[config.mk]
export PLATFORM = sky130hd
export DESIGN_NAME = accl_pair_sequencer
export DESIGN_NICKNAME = d
export VERILOG_FILES = /design/src/rtl/accl_pair_sequencer.sv
export SDC_FILE = /design/constraint.sdc
export NUM_CORES = 2
export LEC_CHECK = 0
export CORE_MARGIN = 10
export CORE_UTILIZATION = 41
export CTS_BUF_LIST = sky130_fd_sc_hd__clkbuf_8
export CTS_CLUSTER_DIAMETER = 200
export DETAILED_ROUTE_END_ITERATION = 12
export PLACE_DENSITY = 0.53
export SLEW_MARGIN = 0
export SYNTH_ARGS = -nofsm -noshare
export SYNTH_HDL_FRONTEND = slang
export SYNTH_SLANG_ARGS = --single-unit
[constraint.sdc]
create_clock -name clk -period 150.3 [get_ports clk]
set_input_delay 30.06 -clock clk [delete_from_list [all_inputs] [get_ports clk]]
set_output_delay 30.06 -clock clk [all_outputs]
set_load 0.01 [all_outputs]
[src/rtl/accl_pair_sequencer.sv]
// accl_pair_sequencer: issues (i,j) body-pair reads for CALC_ACCEL and delays matching tags to the accel result.
// Optional PAIR_SKIP_SELF_EN: self pairs (i==j) keep their slot but carry valid=0.
module accl_pair_sequencer #(
   parameter int BODIES   = 512,
   parameter int BODY_W   = $clog2(BODIES),
   parameter int RD_LAT   = 1,
   parameter int ACCL_LAT = 123
) (
   input  logic              clk,
   input  logic              rst,
   input  logic              start,
   input  logic              abort,
   input  logic [BODY_W:0]   n_bodies,
   output logic              busy,
   output logic              done,
   output logic              rd_en,
   output logic [BODY_W-1:0] rd_addr_i,
   output logic [BODY_W-1:0] rd_addr_j,
   output logic              out_valid,
   output logic [BODY_W-1:0] out_i,
   output logic [BODY_W-1:0] out_j,
   output logic              out_first,
   output logic              out_last
);
   localparam int PIPE_LAT = RD_LAT + ACCL_LAT;
   localparam int CNT_W    = $clog2(PIPE_LAT + 1);
   localparam int TAG_W    = 2 * BODY_W + 3;

   typedef enum logic [1:0] {IDLE, ISSUE, DRAIN} state_t;

   state_t            state, state_n;
   logic [BODY_W-1:0] i_q, i_n, j_q, j_n;
   logic [BODY_W:0]   n_q, n_n;
   logic [CNT_W-1:0]  cnt, cnt_n;
   logic              done_n, j_last, i_last, valid_in;
   logic [TAG_W-1:0]  line [PIPE_LAT];

   // compare in BODY_W+1 bits so N=BODIES never wraps
   assign j_last = {1'b0, j_q} == n_q - 1'b1;
   assign i_last = {1'b0, i_q} == n_q - 1'b1;
   assign rd_en = state == ISSUE;
   assign busy = state != IDLE;
   assign rd_addr_i = i_q;
   assign rd_addr_j = j_q;
`ifdef PAIR_SKIP_SELF_EN
   assign valid_in = rd_en & ~abort & (i_q != j_q);
`else
   assign valid_in = rd_en & ~abort;
`endif
   assign {out_valid, out_i, out_j, out_first, out_last} = line[PIPE_LAT-1];

   always_comb begin
      state_n = state;
      i_n = i_q;
      j_n = j_q;
      n_n = n_q;
      cnt_n = cnt;
      done_n = 1'b0;
      if (abort) begin
         state_n = IDLE;
         i_n = '0;
         j_n = '0;
         cnt_n = '0;
      end else begin
         case (state)
            IDLE: if (start) begin
               n_n = n_bodies;
               i_n = '0;
               j_n = '0;
               done_n = n_bodies == '0;
               state_n = n_bodies == '0 ? IDLE : ISSUE;
            end
            ISSUE: begin
               j_n = j_last ? '0 : j_q + 1'b1;
               i_n = j_last ? (i_last ? '0 : i_q + 1'b1) : i_q;
               state_n = j_last && i_last ? DRAIN : ISSUE;
               cnt_n = '0;
            end
            DRAIN: begin
               done_n = cnt == CNT_W'(PIPE_LAT - 1);
               state_n = done_n ? IDLE : DRAIN;
               cnt_n = done_n ? '0 : cnt + 1'b1;
            end
            default: state_n = IDLE;
         endcase
      end
   end

   always_ff @(posedge clk or posedge rst) begin
      if (rst) begin
         state <= IDLE;
         i_q <= '0;
         j_q <= '0;
         n_q <= '0;
         cnt <= '0;
         done <= 1'b0;
      end else begin
         state <= state_n;
         i_q <= i_n;
         j_q <= j_n;
         n_q <= n_n;
         cnt <= cnt_n;
         done <= done_n;
      end
   end

   // abort kills every in-flight tag by clearing its valid bit as it shifts
   always_ff @(posedge clk or posedge rst) begin
      if (rst) begin
         for (int s = 0; s < PIPE_LAT; s++) line[s] <= '0;
      end else begin
         line[0] <= {valid_in, i_q, j_q, j_q == '0, j_last};
         for (int s = 1; s < PIPE_LAT; s++)
            line[s] <= {line[s-1][TAG_W-1] & ~abort, line[s-1][TAG_W-2:0]};
      end
   end
endmodule

# Word-level counts from Yosys, hierarchy flattened

Cells that the tools add are included.

Register bits after elaboration: 2642
Bits of input ports: 14
Output and inout port bits: 42
Word-level logic and storage cells: 296

Add/sub/neg operators: 4
Eq/ne operators: 7
Mux-type cells: 20
Bitwise operators: 125
Reduce and logical (&&, ||, !) cells: 10

Operators by type and width:

| kind                    | number |
|---|---|
| $and A1 B1 Y1           | 124 |
| $mux W9                 | 6 |
| $pmux W9 S2             | 2 |
| $eq A9 B10 Y1           | 2 |
| $add A9 B1 Y9 const B   | 2 |
| $mux W7                 | 2 |
| $pmux W7 S2             | 1 |
| $logic_not A10 Y1       | 1 |
| $sub A10 B1 Y10 const B | 1 |
| $logic_not A9 Y1        | 1 |
| $mux W2                 | 4 |
| $add A7 B1 Y7 const B   | 1 |
| $eq A7 B7 Y1 const B    | 1 |
| $pmux W2 S3             | 1 |
| $reduce_and A3 Y1       | 2 |
| $reduce_bool A3 Y1      | 2 |
| $mux W1                 | 3 |
| $ne A3 B2 Y1 const B    | 1 |
| $ne A3 B3 Y1 const B    | 1 |
| $eq A2 B1 Y1 const B    | 1 |
| $eq A2 B2 Y1 const B    | 1 |
| $logic_not A2 Y1        | 1 |
| $pmux W1 S2             | 1 |
| $reduce_and A2 Y1       | 1 |
| other kinds (3)         | 3 |

# Depth between registers and ports, before layout

Depth in word-level cells: 6
Mapped depth: 11
Depth with buffers taken out: 9

# Worst setup path after synthesis

OpenSTA, ideal clock, no wires.

Path kind: in2reg
Start point: input abort
End point: register n_q[2]
Library setup time: 0.125 ns
Arrival time: 31.444 ns
Data required time: 150.175 ns
Path slack: 118.731 ns
Cell stages on the path: 4
Path buffers: 2
Cells stage by stage: clkbuf_1 > nor4b_1 > clkbuf_1 > mux2_2

Longest elaborated chain between the ends: 2

Ends and longest elaborated chain:

| what                               | RTL line | source |
|---|---|---|
| start: declaration                 | 12       | `input logic abort,` |
| $not A1 Y1                         | --       |  |
| $reduce_and A3 Y1 (no source line) | --       |  |
| end signal: assignment             | 101      | `n_q <= n_n;` |
| end: declaration                   | 33       | `logic [BODY_W:0] n_q, n_n;` |

Every way passes these cells.
A chain may end at the register's enable or synchronous reset.

==> reports/results.tsv <==
metric	value	unit
number of max-cap violations	0	
CP max stage cell	buf_4	
worst-case reg-to-reg path depth	9	
R2R Path Start	n_q[0]	
most frequent cell after synthesis	dfrtp_1	
CP max FO	165	
reg2reg setup slack	146.82	ns
total clock sinks	2642	
cell row count	150	
status	finished, final reports clean	
CTS hold repair buffers	0	
Via Count	24510	
min Tclk post-route	35.55	ns
hold crit path type	reg -> reg	
FILL cells	13790	
Setup WS post-layout	114.75	ns
Setup TNS Final	0	ns
Num CTS Buffers	410	
worst slew pin tran	1.143	ns
leak pwr	42.55	nW
Async SR Flop Fraction	1.000	
crit path cell chain	clkdlybuf4s50_1, inv_8, buf_12, buf_4, buf_4, buf_4, buf_4, buf_4	
number of synthesized flops with an enable pin	0	
final wirelength	77.15	mm
GRT Util Overall	0.08816	
GRT overflow	0	
antenna-violating nets left	0	
post-synthesis instance total	3065	
CP most frequent cell	buf_4	
Yosys top cell by area	dfrtp_1	
iteration count of the initial detailed-routing pass	4	
starting DRC count in detailed routing	1581	
Net Count, Synth	3084	
Hold Vio Cnt, Final	0	
Synth top area share	0.9608	
IO Count	56	
Syn Area/Cell	22.45	um2
initial core utilization	0.4119	
port bufs	55	
CTS tree	built	
Post-CTS Repair Setup Buffers	0	
Crit. Startpoint	rst	
initial antenna violation count	2	
clk_lat worst skew	0.97	ns
Chip Height	429.7	um
Hold Path Sink	line[1807]	
Root Buffer	clkbuf_8	
Buf+Inv Stages, Crit Path	8	
fin. max-slew vios	0	
post-synthesis sequential area ratio	0.9608	
clk_skew	0.06374	ns
Seq cells post-synth	2642	
Primary FF master, synth	dfrtp_1	
area of the core	167000	um2
Max Clock Freq	28.13	MHz
yosys warns	0	
vias in the first global route	27240	
clock slew at reported path FFs	0.06	ns
crit path capture type	asynchronous set/reset pin	
gpl congestion	0.7023	
R2R Path End	rd_addr_i[7]	
Die ar.	184600	um2
Max VDD drop	0.009298	mV
worst slack, placed	113.39	ns
WP data required	151.23	ns
synth top area cells	dfrtp_1, nor2b_1, buf_4, xnor2_1, nor2_1	
final setup vio count	0	
CP startpoint kind	input pin	
Final period util	0.2365	
net total in the final layout	3528	
Netlist cell types	58	
pin count of the biggest net entering global routing	212	
Detail Placement HPWL	32.36	mm
cell count after placement	5301	
area delta synth->final	16.48	%
global-route wire length before repair	138.1	mm
critical path's top delay family	buffers and inverters	
RSZ-0062 raised after global routing	false	
vias per std cell	4.075	
hold path cells	0	
Wirelength per Cell	12.83	um
DRC violation count after routing	0	
share of post-route cells with drive strength above 1	0.1681	
synth cell count leaders	dfrtp_1, nor2b_1, nor2_1, nand2_1, clkbuf_1	
Crit Path Category	in -> async	
CP peak stage delay	0.96	ns
Non-Filler Instances	6015	
Die Span X	429.7	um
hold wc startpoint	line[1828]	
Power Density	16.29	nW/um2
Slew HR	0.2378	
number of H-tree levels	5	
Syn Std Cell Area	68810	um2
Arrival @ worst endpoint	36.48	ns
post-CTS resize count	0	
Max Buffers Root-to-Sink	4	
## worst max-delay path by stage
stage / cells past startpoint / endpoint / slack [ns]
6_report: 8 / line[462] / 114.75
3_5_place_dp: 8 / line[526] / 113.39
2_1_floorplan: 1 / cnt[0] / 45.55
4_1_cts: 8 / line[418] / 114.54
3_3_place_gp: 8 / line[505] / 113.54
5_1_grt: 8 / line[106] / 113.76
## report_power, final
part / total, mW / leakage, nW / switching, mW / internal, mW
combinational: 0.0199 / 1.24 / 0.0161 / 0.00382
clock: 0.566 / 4.66 / 0.252 / 0.314
sequential: 0.720 / 36.6 / 0.00271 / 0.717
total: 1.31 / 42.6 / 0.271 / 1.03
## area by class of cell
| type | instances | area [um2] | share of cell area |
|---|---|---|---|
| Antenna cell | 3 | 7.507 | 0.00009367 |
| Inverter | 10 | 45.04 | 0.0005620 |
| Tap cell | 2204 | 2758 | 0.03441 |
| Multi-Input combinational cell | 362 | 2367 | 0.02954 |
| Clock inverter | 199 | 987.2 | 0.01232 |
| Sequential cell | 2642 | 66110 | 0.8249 |
| Clock buffer | 512 | 7047 | 0.08792 |
| Timing Repair Buffer | 83 | 820.8 | 0.01024 |
## metal layers
layer  routed length, um  global-route usage  up-vias
met5                   0                   0        -
met4                2925             0.04865        0
met3                4699             0.03168      289
met2               30960              0.1094      481
met1               38560              0.1327    13190
li1                    -                   -    10550
## stage by stage
step / cell area [um2] / utilization / power, mW / hold WS [ns]
after floorplan: 68810 / - / 0.7516 / 0.3312
after global placement: 72100 / 0.4317 / 0.7529 / 0.3311
after detailed placement: 72100 / 0.4317 / 0.7536 / 0.3347
after CTS: 80140 / 0.4798 / 1.336 / 0.2802
after global routing: 80140 / 0.4798 / 1.372 / 0.2721
final: 80150 / 0.4798 / 1.305 / 0.2821
## state kept, by name, summed over array words and instances, names as in the netlist, 2 cells and up
name and count:
cnt 7, line 2583, n_q 10, out_i 9, out_j 9, rd_addr_i 9
rd_addr_j 9, state 2
## cells in the final DEF (no fill, tap or decap), types with 7 or more instances in the layout
cell type        instances
dfrtp_1               2642
clkbuf_8               512
inv_1                  138
nor2b_1                125
clkinv_2                55
clkdlybuf4s50_1         54
nor2_1                  31
nand2_1                 30
buf_4                   24
nand3_1                 17
xnor2_1                 14
nand2b_1                12
a21oi_1                 12
xor2_1                  11
o21ai_0                 11
nor3_1                   9
mux2_2                   9
a31oi_1                  8
clkinvlp_4               8
nor4_1                   7
## logic make-up after synthesis
group / count (synthesis) / share of synthesized area
buf+inv: 61 / 0.004910
flops: 2642 / 0.9608
xor+xnor: 27 / 0.003837
fa+ha+maj: 5 / 0.0009092
mux: 10 / 0.001618
compound gates: 57 / 0.005837
simple gates: 263 / 0.02204
(Power assumes the default switching activity.)
